==> config.mk <==
export PLATFORM = sky130hd
export DESIGN_NAME = hazard_ctrl
export DESIGN_NICKNAME = d
export VERILOG_FILES = /design/src/rtl/hazard_ctrl.sv
export SDC_FILE = /design/constraint.sdc
export NUM_CORES = 1
export LEC_CHECK = 0
export CAP_MARGIN = 20
export CORE_MARGIN = 1
export CORE_UTILIZATION = 35
export CTS_CLUSTER_SIZE = 14
export DETAILED_ROUTE_END_ITERATION = 10
export DONT_BUFFER_PORTS = 1
export PLACE_DENSITY_LB_ADDON = 0.25
export SYNTH_ARGS = -nofsm -noshare
export SYNTH_HDL_FRONTEND = slang
export SYNTH_SLANG_ARGS = --single-unit
==> constraint.sdc <==
create_clock -name clk -period 1.9 [get_ports clk]
set_input_delay 0.19 -clock clk [delete_from_list [all_inputs] [get_ports clk]]
set_output_delay 0.19 -clock clk [all_outputs]
set_load 0.02 [all_outputs]
==> src/rtl/hazard_ctrl.sv <==
// Hazard controller for the 5-stage MIPS core. It detects load-use and MDU-busy
// stalls, branch flushes and EX forwarding, and counts the cycles lost to stalls.
module hazard_ctrl #(
    parameter int MDU_LATENCY = 4,
    parameter int CNT_W       = 16
) (
    input  logic             clk,
    input  logic             reset,
    input  logic             id_valid,
    input  logic [4:0]       id_rs,
    input  logic [4:0]       id_rt,
    input  logic             id_uses_rs,
    input  logic             id_uses_rt,
    input  logic [4:0]       id_dest,
    input  logic             id_wr_en,
    input  logic             id_is_load,
    input  logic             id_is_mdu,
    input  logic             ex_branch_taken,
    output logic             pc_stall,
    output logic             ifid_stall,
    output logic             idex_bubble,
    output logic             ifid_flush,
    output logic [1:0]       fwd_a_sel,
    output logic [1:0]       fwd_b_sel,
    output logic             mdu_busy,
    output logic [CNT_W-1:0] stall_count
);

    typedef struct packed {
        logic       valid;
        logic [4:0] dest;
        logic       wr_en;
        logic       is_load;
        logic [4:0] rs;
        logic [4:0] rt;
    } ex_sh_t;

    typedef struct packed {
        logic       valid;
        logic [4:0] dest;
        logic       wr_en;
    } wr_sh_t;

    localparam logic [3:0] MDU_INIT = 4'(MDU_LATENCY - 1);

    ex_sh_t     ex_sh;
    wr_sh_t     mem_sh;
    wr_sh_t     wb_sh;
    logic [3:0] mdu_cnt;

    logic br;
    logic lu;
    logic md;
    logic stall;
    logic issue;

    function automatic logic hits(input wr_sh_t sh, input logic [4:0] src);
        return sh.valid && sh.wr_en && (sh.dest != 5'd0) && (sh.dest == src);
    endfunction

    function automatic logic [1:0] fwd_sel(input logic [4:0] src, input logic ex_valid,
                                           input wr_sh_t m, input wr_sh_t w);
        if (!ex_valid)         return 2'b00;
        else if (hits(m, src)) return 2'b01;
        else if (hits(w, src)) return 2'b10;
        else                   return 2'b00;
    endfunction

    // A branch only counts once reset is released, so every output is 0 in reset.
    assign br       = ex_branch_taken && reset;
    assign mdu_busy = (mdu_cnt != 4'd0);

    always_comb begin
        // NOTE: every always_comb output gets a default first so no path leaves it unassigned (no latch).
        lu = 1'b0;
        if (id_valid && ex_sh.valid && ex_sh.is_load && ex_sh.wr_en && (ex_sh.dest != 5'd0))
            lu = (id_uses_rs && (id_rs == ex_sh.dest)) || (id_uses_rt && (id_rt == ex_sh.dest));
    end

    assign md    = id_valid && id_is_mdu && mdu_busy;
    assign stall = (lu || md) && !br;
    assign issue = id_valid && !stall && !br;

    assign pc_stall    = stall;
    assign ifid_stall  = stall;
    assign idex_bubble = stall || br;
    assign ifid_flush  = br;
    assign fwd_a_sel   = fwd_sel(ex_sh.rs, ex_sh.valid, mem_sh, wb_sh);
    assign fwd_b_sel   = fwd_sel(ex_sh.rt, ex_sh.valid, mem_sh, wb_sh);

    // NOTE: state registers use non-blocking assignments so all shadows advance together on the edge.
    always_ff @(posedge clk or negedge reset) begin
        if (!reset) begin
            ex_sh       <= '0;
            mem_sh      <= '0;
            wb_sh       <= '0;
            mdu_cnt     <= 4'd0;
            stall_count <= '0;
        end else begin
            wb_sh  <= mem_sh;
            mem_sh <= '{valid: ex_sh.valid, dest: ex_sh.dest, wr_en: ex_sh.wr_en};
            ex_sh  <= '{valid: issue, dest: id_dest, wr_en: id_wr_en, is_load: id_is_load,
                        rs: id_rs, rt: id_rt};

            // A flushed or stalled MDU op never starts; a running one keeps counting.
            if (issue && id_is_mdu)
                mdu_cnt <= MDU_INIT;
            else if (mdu_cnt != 4'd0)
                mdu_cnt <= mdu_cnt - 4'd1;

            if (stall && (stall_count != '1))
                stall_count <= stall_count + 1'b1;
        end
    end

endmodule

### Word level (Yosys, flattened, before mapping)

Cells that the tools add are included.

| operators by class | value |
|---|---|
| add/sub/neg operators | 2 |
| equality and inequality tests | 7 |
| muxes and demuxes | 9 |
| reduce and logical (&&, ||, !) cells | 32 |

Operator list:

| operator | number |
|---|---|
| $eq 5x5->1 | 6 |
| $logic_and 1x1->1 | 22 |
| $add 16x1->16 const B | 1 |
| $ne 16x16->1 const B | 1 |
| $reduce_bool 5->1 | 3 |
| $mux 2 | 6 |
| $mux 4 | 2 |
| $reduce_bool 4->1 | 1 |
| $sub 4x1->4 const B | 1 |
| $logic_or 1x1->1 | 3 |
| $logic_not 1->1 | 2 |
| $reduce_bool 2->1 | 1 |
| $mux 1 | 1 |

| word-level totals | value |
|---|---|
| register bits after elaboration | 52 |
| input port bits | 24 |
| output and inout bits | 25 |
| logic and storage cells | 64 |

### Logic depth before layout (Yosys ltp)

Gate-level depths: netlist of run 1.

| logic depth | value |
|---|---|
| word-level depth | 12 |
| mapped depth | 10 |

### Worst setup path before layout of run 1

No wires, ideal clock.

| timing path | value |
|---|---|
| path kind | register to output |
| start point | register mem_sh[2] (netlist bit) |
| end point | output fwd_a_sel[1] |
| arrival | 1.921 ns |
| slack | -0.211 ns |
| stages on the path, launching flop included | 5 |
| path buffers | 0 |
| cell sequence | dfrtp_1 -> or4_1 -> o211ai_1 -> nor4_1 -> nor4_1 |

| on the way | value |
|---|---|
| longest elaborated chain between the ends | 5 |
| elaborated cells between the ends (all ways) | 6 |
| those cells by class | eq/ne (1); mux (2); reduce/logical (3) |

RTL lines:

| element | RTL line | text |
|---|---|---|
| start: declaration | 47 | `wr_sh_t mem_sh;` |
| start signal: assignment | 101 | `mem_sh <= '{valid: ex_sh.valid, dest: ex_sh.dest, wr_en: ex_sh.wr_en};` |
| $reduce_bool 5->1 | 58 | `return sh.valid && sh.wr_en && (sh.dest != 5'd0) && (sh.dest == src);` |
| $logic_and 1x1->1 | 58 |  |
| $logic_and 1x1->1 (*) | 58 |  |
| $mux 2 (*) | 64 | `else if (hits(m, src)) return 2'b01;` |
| $mux 2 (*) | 63 | `if (!ex_valid) return 2'b00;` |
| end: declaration | 23 | `output logic [1:0] fwd_a_sel,` |

Every way passes the cells marked *; elsewhere a longest branch is shown, timed or not.

### Worst setup path in the final report of run 1

| timing path | value |
|---|---|
| start point | register wb_sh[4] (netlist bit) |
| end point | output fwd_a_sel[1] |

| on the way | value |
|---|---|
| longest elaborated chain between the ends | 6 |
| elaborated cells between the ends (all ways) | 7 |
| those cells by class | eq/ne (1); mux (3); reduce/logical (3) |

RTL lines:

| element | RTL line | text |
|---|---|---|
| start: declaration | 48 | `wr_sh_t wb_sh;` |
| start signal: assignment | 100 | `wb_sh <= mem_sh;` |
| $reduce_bool 5->1 | 58 |  |
| $logic_and 1x1->1 | 58 |  |
| $logic_and 1x1->1 (*) | 58 |  |
| $mux 2 (*) | 65 | `else if (hits(w, src)) return 2'b10;` |
| $mux 2 (*) | 64 |  |
| $mux 2 (*) | 63 |  |

Marks and branches as above.

==> qor.txt, run 1 <==
Status: finished, violations left
Failing checks: setup timing
Unrepaired setup endpoints after global routing: true
Yosys warns: 0
Clk slew on worst S/H paths: 0.10 ns
Finished Core Util: 0.525
HP Class: in2reg
Worst Path Arrival: 1.94 ns
Sequential area share after synthesis: 0.571
CTS Buf Count: 5
Worst-case clock skew: 0.00852 ns
Routed vias/inst: 4.82
Area of the core: 6310 um2
Number of flops mapped to enable cells by yosys: 0
Initial antenna violation count: 0
Period utilisation layout: 1.12
Worst r2r src: ex_sh[14]$_DFF_PN0_
Synth area leaders: dfrtp_1 (57%), xor2_1 (9.6%), xnor2_1 (8.1%), nand3_1 (2.2%), nor2_2 (1.9%)
Worst Min Path Start: id_valid
Count of cell types in the netlist: 37
Pwr dens: 860 nW/um2
H-tree depth: 2
Starting density of the core: 0.361
I/O pins: 49
DR DRC count: 0
CP max FO: 2
Maximum vdd ir drop: 0.621 mV
CTS tree: yes
Antenna cells: 0
Port Buffer Count: 0
Slew Viols, Final: 0
Crit. End Element: primary output
P&R area growth vs syn: 45.5%
Post-Syn Area: 2280 um2
DRT Pass-1 Iters: 4
Net Count, Synth: 211
Largest net degree at the start of global routing: 53
Routability cong.: 0.798
Kind of critical path: reg2out
Fill cells: 579
FF-to-FF path depth: 8
Yosys top cell area share: 0.571
Clock Latency Late Sink: 0.31 ns
Post-layout instance count excluding filler cells: 337
Post-layout net count: 286
Max-cap viol count: 0
Top-count cell post-synth: dfrtp_1
Asr flop ratio synth: 1.00
Most used DFF post-synth: dfrtp_1
Static leakage: 0.00151 uW
GRT overflow: 0
Setup WS post-layout: -0.230 ns
Capture point of the worst reg-to-reg path: stall_count[15]$_DFFE_PN0P_
Root buf cell: clkbuf_8
Min cycle time layout: 2.13 ns
Top post-synthesis cells by count: dfrtp_1 (52), xor2_1 (25), xnor2_1 (21)
Syn Inst Count: 184
Max Clock Freq: 470 MHz
Row count: 29
HPWL Detailed: 3.55 mm
Share of cells above drive strength 1: 0.392
Average wire per standard cell: 15.3 um
Die Y: 82.7 um
Slew headroom: 0.691
Post-Place Cells: 299
CTS sink cnt: 52
DR iter-0 viols: 62
WHS Endpoint: ex_sh[17]$_DFF_PN0_
Total routed wirelength: 5.15 mm
Setup Viol. Count Final: 18
First-pass GRT wire length: 8.17 mm
Endpoints failing hold: 0
GRT Overall Usage: 0.164
Critical Path Source Type: flip-flop
Final ANT Viol Nets: 0
Synth Register Bits: 52
Critical Path RT: 1.71 ns
Number of cells on the worst hold path: 1
Clock Path Buffers: 2
Worst-Margin Slew: 0.463 ns
Vias in the first global route: 1761
DIE AREA: 6840 um2
Area leader, netlist: dfrtp_1
Die width: 82.7 um
Reg2Reg Setup Slack: -0.05 ns
Post-synthesis average cell area: 12.4 um2
Vias: 1625
logic make-up after synthesis:
| kind of cell | after synthesis | synth area share |
|---|---|---|
| simple gates | 64 | 0.170 |
| flops | 52 | 0.571 |
| xor+xnor | 46 | 0.177 |
| compound gates | 10 | 0.0379 |
| buf+inv | 7 | 0.0181 |
| fa+ha+maj | 3 | 0.0165 |
| mux | 2 | 0.00988 |
worst max path at each step:
stage	from	to	slack, ns	depth (start not counted)
4_1_cts	wb_sh[5]$_DFF_PN0_	fwd_a_sel[1]	-0.26	5
3_3_place_gp	mdu_cnt[0]$_DFFE_PN0P_	stall_count[13]$_DFFE_PN0P_	-0.03	10
6_report	wb_sh[4]$_DFF_PN0_	fwd_a_sel[1]	-0.23	5
2_1_floorplan	mem_sh[2]$_DFF_PN0_	fwd_a_sel[1]	-0.009	4
5_1_grt	wb_sh[3]$_DFF_PN0_	fwd_b_sel[1]	-0.34	5
3_5_place_dp	mdu_cnt[0]$_DFFE_PN0P_	stall_count[15]$_DFFE_PN0P_	-0.07	10
report_power, final:
group	switching [uW]	internal, uW
Combinational	358	405
Clock	382	391
Sequential	93.0	1220
cell usage in the layout (no fill, tap or decap), types with 2 or more instances in the layout:
| cell | n |
|---|---|
| nand4_1 | 6 |
| inv_2 | 2 |
| nand2_1 | 9 |
| nor3_4 | 5 |
| and2_4 | 2 |
| nor2_4 | 4 |
| buf_4 | 39 |
| clkinv_2 | 2 |
| dlygate4sd3_1 | 18 |
| xnor2_2 | 4 |
| nor2_2 | 5 |
| or4_1 | 4 |
| buf_6 | 12 |
| clkbuf_8 | 5 |
| nor3_1 | 2 |
| nor2_1 | 3 |
| xnor2_1 | 17 |
| nand3_1 | 10 |
| ha_1 | 2 |
| mux2_4 | 2 |
| xor2_1 | 25 |
| dfrtp_1 | 51 |
| nor4_2 | 4 |
| inv_1 | 2 |
critical path, stage by stage (launching register included):
cell and delay (ns):
dfrtp_1 0.40, buf_6 0.12, xor2_1 0.13, or4_1 0.54, nor4_2 0.27, buf_4 0.18
registers in the layout, indices dropped and copies added, names as in the netlist:
signal	count
mdu_cnt	4
stall_count	16
ex_sh	18
mem_sh	7
wb_sh	7
cell type report:
class / count / area [um2] / share of cell area
sequential: 52 / 1300 / 0.393
multi-input combinational: 125 / 1150 / 0.347
timing repair buffer: 70 / 636 / 0.192
tap: 77 / 96.3 / 0.0291
clock buffer: 5 / 68.8 / 0.0208
clock inverter: 3 / 42.5 / 0.0128
inverter: 5 / 20.0 / 0.00604
metrics by stage:
stage                     power (uW)  setup TNS [ns]  hold slack (ns)  cell area (um2)  setup WS (ns)
after floorplan                 1700        -0.00895           -0.106             2290       -0.00895
after global placement          1900          -0.148           -0.104             2670        -0.0282
after detailed placement        1920          -0.375           -0.104             2670        -0.0652
after CTS                       2790           -1.34           0.0320             3150         -0.256
after global routing            2990           -3.52           0.0280             3320         -0.335
final                           2850           -1.64           0.0377             3320         -0.230
per-layer routing:
layer / global-route usage / wire length [um] / share of wire / vias to the layer above
met3: 0.0473 / 281 / 0.055 / 9
met5: 0 / 0 / 0 / -
met2: 0.284 / 2680 / 0.52 / 33
met4: 0.0414 / 54 / 0.010 / 0
met1: 0.199 / 2140 / 0.41 / 799
li1: - / - / - / 784
what timing repair did:
item | CTS | global route
setup buffers | 7 | 5
hold endpoints to repair | 69 | 0
pin swaps | 16 | 22
hold buffers | 19 | 0
setup endpoints to repair | 19 | 22
gates resized for setup | 25 | 27
Note: power is estimated with default switching activity, not from simulation.
==> run 2, diff against run 1 <==
MAX_ROUTING_LAYER = met4   (was unset)
SLEW_MARGIN = 10   (was unset)
==> run 2 against run 1 <==
The run still ends with setup timing left. Worst setup slack improved by 0.0022 ns. Utilization did not move. Die area did not move. Largest cell class unchanged. Routed wire length fell by 0.47%. Sequential power barely moved. Clock skew fell by 0.0027 ns. Design area did not move. Combinational power barely moved. Power fell by 0.17%. Critical endpoint is now fwd_b_sel[1]. Maximum frequency rose by 0.10%.
==> qor.txt, run 2 (same netlist as run 1, synthesis figures left out) <==
Worst-Margin Slew: 0.463 ns
Status: finished, violations left
Initial antenna violation count: 0
Vias: 1617
Crit-path cells: or4_1 -> o211ai_1 -> nor4_2 -> nor4_2 -> buf_4
Static leakage: 0.00151 uW
Hold slack: 0.0387 ns
HP Class: in2reg
Crit. End Element: primary output
Max-cap viol count: 0
CP max FO: 2
CTS Buf Count: 5
CTS sink cnt: 52
Maximum vdd ir drop: 0.619 mV
Finished Core Util: 0.525
Total power: 2850 uW
Min cycle time layout: 2.13 ns
Root buf cell: clkbuf_8
Critical Path RT: 1.71 ns
Biggest regs: ex_sh x18, stall_count x16
Most frequent cells in the layout: dfrtp_1 (51), buf_4 (39), xor2_1 (25), dlygate4sd3_1 (18), xnor2_1 (17)
Endpoints failing hold: 0
DIE AREA: 6840 um2
Die width: 82.7 um
Crit-path slowest cell: or4_1
Setup WS post-layout: -0.228 ns
CTS tree: yes
DRT Pass-1 Iters: 4
Final ANT Viol Nets: 0
Setup Viol. Count Final: 18
Max Clock Freq: 470 MHz
Failing checks: setup timing
Row count: 29
Share of cells above drive strength 1: 0.392
H-tree depth: 2
GRT Overall Usage: 0.169
DR iter-0 viols: 63
Routability cong.: 0.809
CP dominant cell by count: nor4_2
Area of the core: 6310 um2
Max incr delay on CP: 0.53 ns
Total routed wirelength: 5.13 mm
Slew headroom: 0.691
Largest register FFs: 18
Area of the multi-input gates: 1150 um2
Port Buffer Count: 0
Die Y: 82.7 um
Post-layout net count: 286
Leading cell type in the layout, fill and taps excluded: dfrtp_1
Slew Viols, Final: 0
WP buf/inv: 1
DR DRC count: 0
Post-Place Cells: 299
Critical Path Source Type: flip-flop
Largest Register: ex_sh
Kind of critical path: reg2out
Family with the most delay on the worst path: simple AND/OR/NAND/NOR gates
Largest net degree at the start of global routing: 53
HPWL Detailed: 3.55 mm
Post-layout instance count excluding filler cells: 337
Starting density of the core: 0.361
Vias in the first global route: 1767
Worst-case clock skew: 0.00579 ns
I/O pins: 49
Antenna cells: 0
GRT overflow: 0
FF/Latch Area: 1300 um2
P&R area growth vs syn: 45.5%
Period utilisation layout: 1.12
Fill cells: 579
Worst Path Arrival: 1.94 ns
Unrepaired setup endpoints after global routing: true
Setup TNS Final: -1.63 ns
Average wire per standard cell: 15.2 um
Clk slew on worst S/H paths: 0.09 ns
Clock Path Buffers: 2
Routed vias/inst: 4.80
First-pass GRT wire length: 8.16 mm
Clock Latency Late Sink: 0.30 ns
Pwr dens: 859 nW/um2
-- run 2: repair_timing --
| action | in CTS | in global routing |
|---|---|---|
| pin swaps | 16 | 22 |
| gates resized for setup | 25 | 27 |
| endpoints found under the hold margin | 69 | 0 |
| endpoints found under the setup margin | 19 | 22 |
| setup buffers | 7 | 5 |
| hold buffers | 19 | 0 |
-- run 2: cell type report --
type                            count  share of cell area
Inverter                            5             0.00604
Sequential cell                    52               0.393
Timing Repair Buffer               70               0.192
Clock buffer                        5              0.0208
Clock inverter                      3              0.0128
Tap cell                           77              0.0291
Multi-Input combinational cell    125               0.347
-- run 2: metrics by stage --
step           setup slack, ns  cell area, um2
2_1_floorplan         -0.00895            2290
3_3_place_gp           -0.0282            2670
3_5_place_dp           -0.0652            2670
4_1_cts                 -0.256            3150
5_1_grt                 -0.335            3320
6_report                -0.228            3320
-- run 2: final timing paths --
path                                          start                          end  slack (ns)  cells after the start
worst min register to register  ex_sh[11]$_DFF_PN0_          mem_sh[0]$_DFF_PN0_        0.40                      0
worst max-delay path            mem_sh[2]$_DFF_PN0_                 fwd_b_sel[1]       -0.23                      5
max in group asynchronous                     reset          ex_sh[17]$_DFF_PN0_        1.24                      2
min in group asynchronous                     reset   stall_count[6]$_DFFE_PN0P_        0.43                      2
worst max register to register  ex_sh[14]$_DFF_PN0_  stall_count[15]$_DFFE_PN0P_       -0.06                      8
worst min-delay path                       id_valid          ex_sh[17]$_DFF_PN0_        0.04                      1
-- run 2: worst register-to-register path: stages (launching register included) --
cell	delay [ns]
dfrtp_1	0.43
or4_4	0.56
o21ai_4	0.16
buf_6	0.12
a221oi_4	0.07
nand2_4	0.18
buf_6	0.16
nor2_2	0.05
xor2_1	0.13
-- run 2: where the power goes --
group | switching [uW] | internal [uW] | total, uW
clock network | 377 | 390 | 767
registers | 93.0 | 1220 | 1320
logic | 358 | 405 | 763
total | 828 | 2020 | 2850
-- run 2: metal layers --
metal | vias to the layer above | global-route usage | routed length (um)
li1 | 784 | - | -
met1 | 794 | 0.199 | 2140
met2 | 33 | 0.284 | 2680
met3 | 6 | 0.0473 | 260
met4 | 0 | 0.0414 | 55
met5 | - | - | 0
==> run 3, diff against run 2 <==
REMOVE_ABC_BUFFERS = 1   (was unset)
==> run 3 against run 2 <==
Sequential power is essentially flat. Clock skew grew 0.00084 ns. Utilization shrank 1.3 points. The flow still finishes with violations (setup timing). Combinational power shrank 6.8%. Critical endpoint is now fwd_a_sel[1]. Die area is the same. Routed wire length shrank 1.7%. Largest cell class unchanged. Register-to-register slack is essentially flat. Global-route usage shrank 0.44 points. Power shrank 6.5%. Final cell count is the same.
==> qor.txt, run 3 (same netlist as run 1, synthesis figures left out) <==
Status: finished, violations left
Failing checks: setup timing
GRT Overall Usage: 0.164
Setup WS post-layout: -0.239 ns
Total power: 2660 uW
Post-layout instance count excluding filler cells: 337
I/O pins: 49
Critical Path Source Type: flip-flop
Maximum vdd ir drop: 0.484 mV
H-tree depth: 2
Antenna cells: 0
CTS sink cnt: 52
First-pass GRT wire length: 7.89 mm
Port Buffer Count: 0
WP buf/inv: 2
Total routed wirelength: 5.04 mm
Post-Place Cells: 296
FF/Latch Area: 1300 um2
Slew Viols, Final: 0
Area of the multi-input gates: 1080 um2
Initial antenna violation count: 0
Die width: 82.7 um
Biggest regs: ex_sh x18, stall_count x16
Share of cells above drive strength 1: 0.369
Root buf cell: clkbuf_8
Critical Path RT: 1.71 ns
Clk slew on worst S/H paths: 0.10 ns
P&R area growth vs syn: 41.9%
Worst-Margin Slew: 0.431 ns
Starting density of the core: 0.361
Final ANT Viol Nets: 0
Min cycle time layout: 2.14 ns
Unrepaired setup endpoints after global routing: true
Worst-case clock skew: 0.00662 ns
Slew headroom: 0.710
Area of the core: 6310 um2
CTS tree: yes
Routability cong.: 0.741
Crit-path slowest cell: or4_1
DRT Pass-1 Iters: 4
Post-layout net count: 286
Most frequent cells in the layout: dfrtp_1 (51), buf_4 (40), xor2_1 (25), xnor2_1 (19), dlygate4sd3_1 (18)
CP dominant cell by count: buf_4
Kind of critical path: reg2out
Average wire per standard cell: 15.0 um
Row count: 29
DR iter-0 viols: 66
Largest register FFs: 18
Static leakage: 0.00149 uW
CTS Buf Count: 5
Largest net degree at the start of global routing: 53
Period utilisation layout: 1.13
Leading cell type in the layout, fill and taps excluded: dfrtp_1
Clock Path Buffers: 2
Routed vias/inst: 4.86
Max-cap viol count: 0
HP Class: in2reg
Pwr dens: 823 nW/um2
Max Clock Freq: 467 MHz
Fill cells: 572
Cell area after layout: 3230 um2
Max incr delay on CP: 0.50 ns
CP max FO: 3
DR DRC count: 0
Post-placement cell area: 2630 um2
Largest Register: ex_sh
Crit-path cells: buf_4 -> xor2_1 -> or4_1 -> nor4_1 -> buf_4
Crit. End Element: primary output
Vias in the first global route: 1710
Setup Viol. Count Final: 20
Endpoints failing hold: 0
Worst Path Arrival: 1.95 ns
GRT overflow: 0
Die Y: 82.7 um
DIE AREA: 6840 um2
Clock Latency Late Sink: 0.30 ns
Family with the most delay on the worst path: simple AND/OR/NAND/NOR gates
HPWL Detailed: 3.51 mm
Vias: 1637
==> run 3: cell types whose count changed in the layout (fill, tap and decap cells not counted), sizes merged <==
cell,before,now
bufinv,1,0
clkinv,2,3
clkinvlp,1,0
inv,4,5
==> run 3: where the power goes <==
group          leakage [uW]  switching [uW]  total [uW]  internal [uW]
Combinational      0.000803             335         711            376
Clock             0.0000485             369         633            264
Sequential         0.000636            93.7        1320           1220
==> run 3: layer usage <==
| metal | up-vias | GRT usage | routed length, um |
|---|---|---|---|
| met4 | 0 | 0.0517 | 50 |
| met3 | 5 | 0.0429 | 206 |
| met5 | - | - | 0 |
| met1 | 818 | 0.183 | 2030 |
| li1 | 782 | - | - |
| met2 | 32 | 0.286 | 2760 |
==> run 3: metrics by stage <==
stage	util	setup slack (ns)	hold slack (ns)	setup TNS, ns
floorplan	-	-0.271	-0.106	-2.29
global placement	0.417	-0.0836	-0.104	-0.765
detailed placement	0.417	-0.102	-0.104	-1.09
CTS	0.499	-0.251	0.0375	-1.85
global route	0.512	-0.319	0.0303	-3.11
finish	0.512	-0.239	0.0462	-1.31
==> run 3: final cells by class <==
type | instances | area share
Clock buffer | 5 | 0.0213
Clock inverter | 3 | 0.00697
Inverter | 5 | 0.00619
Multi-Input combinational cell | 125 | 0.335
Sequential cell | 52 | 0.403
Tap cell | 77 | 0.0298
Timing Repair Buffer | 70 | 0.198
==> run 3: worst register-to-register path: cells and delay by family (launching register included) <==
family          cells  cell delay [ns]
xor+xnor            1             0.17
flops               1             0.44
simple gates        3             0.75
buf+inv             2             0.26
compound gates      2             0.21
==> run 3: final timing paths <==
check,start,endpoint,slack [ns],cells past startpoint
min in group asynchronous,reset,ex_sh[13]$_DFF_PN0_,0.39,2
min reg2reg,mem_sh[6]$_DFF_PN0_,wb_sh[6]$_DFF_PN0_,0.40,0
max,wb_sh[5]$_DFF_PN0_,fwd_a_sel[1],-0.24,5
max in group asynchronous,reset,ex_sh[13]$_DFF_PN0_,1.29,2
max reg2reg,ex_sh[14]$_DFF_PN0_,stall_count[11]$_DFFE_PN0P_,-0.06,8
min,id_valid,ex_sh[17]$_DFF_PN0_,0.05,1
==> run 3: timing repair <==
action                     in CTS  in global routing
pin swaps                      21                 15
hold buffers                   19                  0
buffers inserted               12                  2
setup endpoints to repair      22                 21
hold endpoints to repair       69                  0
resized for setup              31                 12
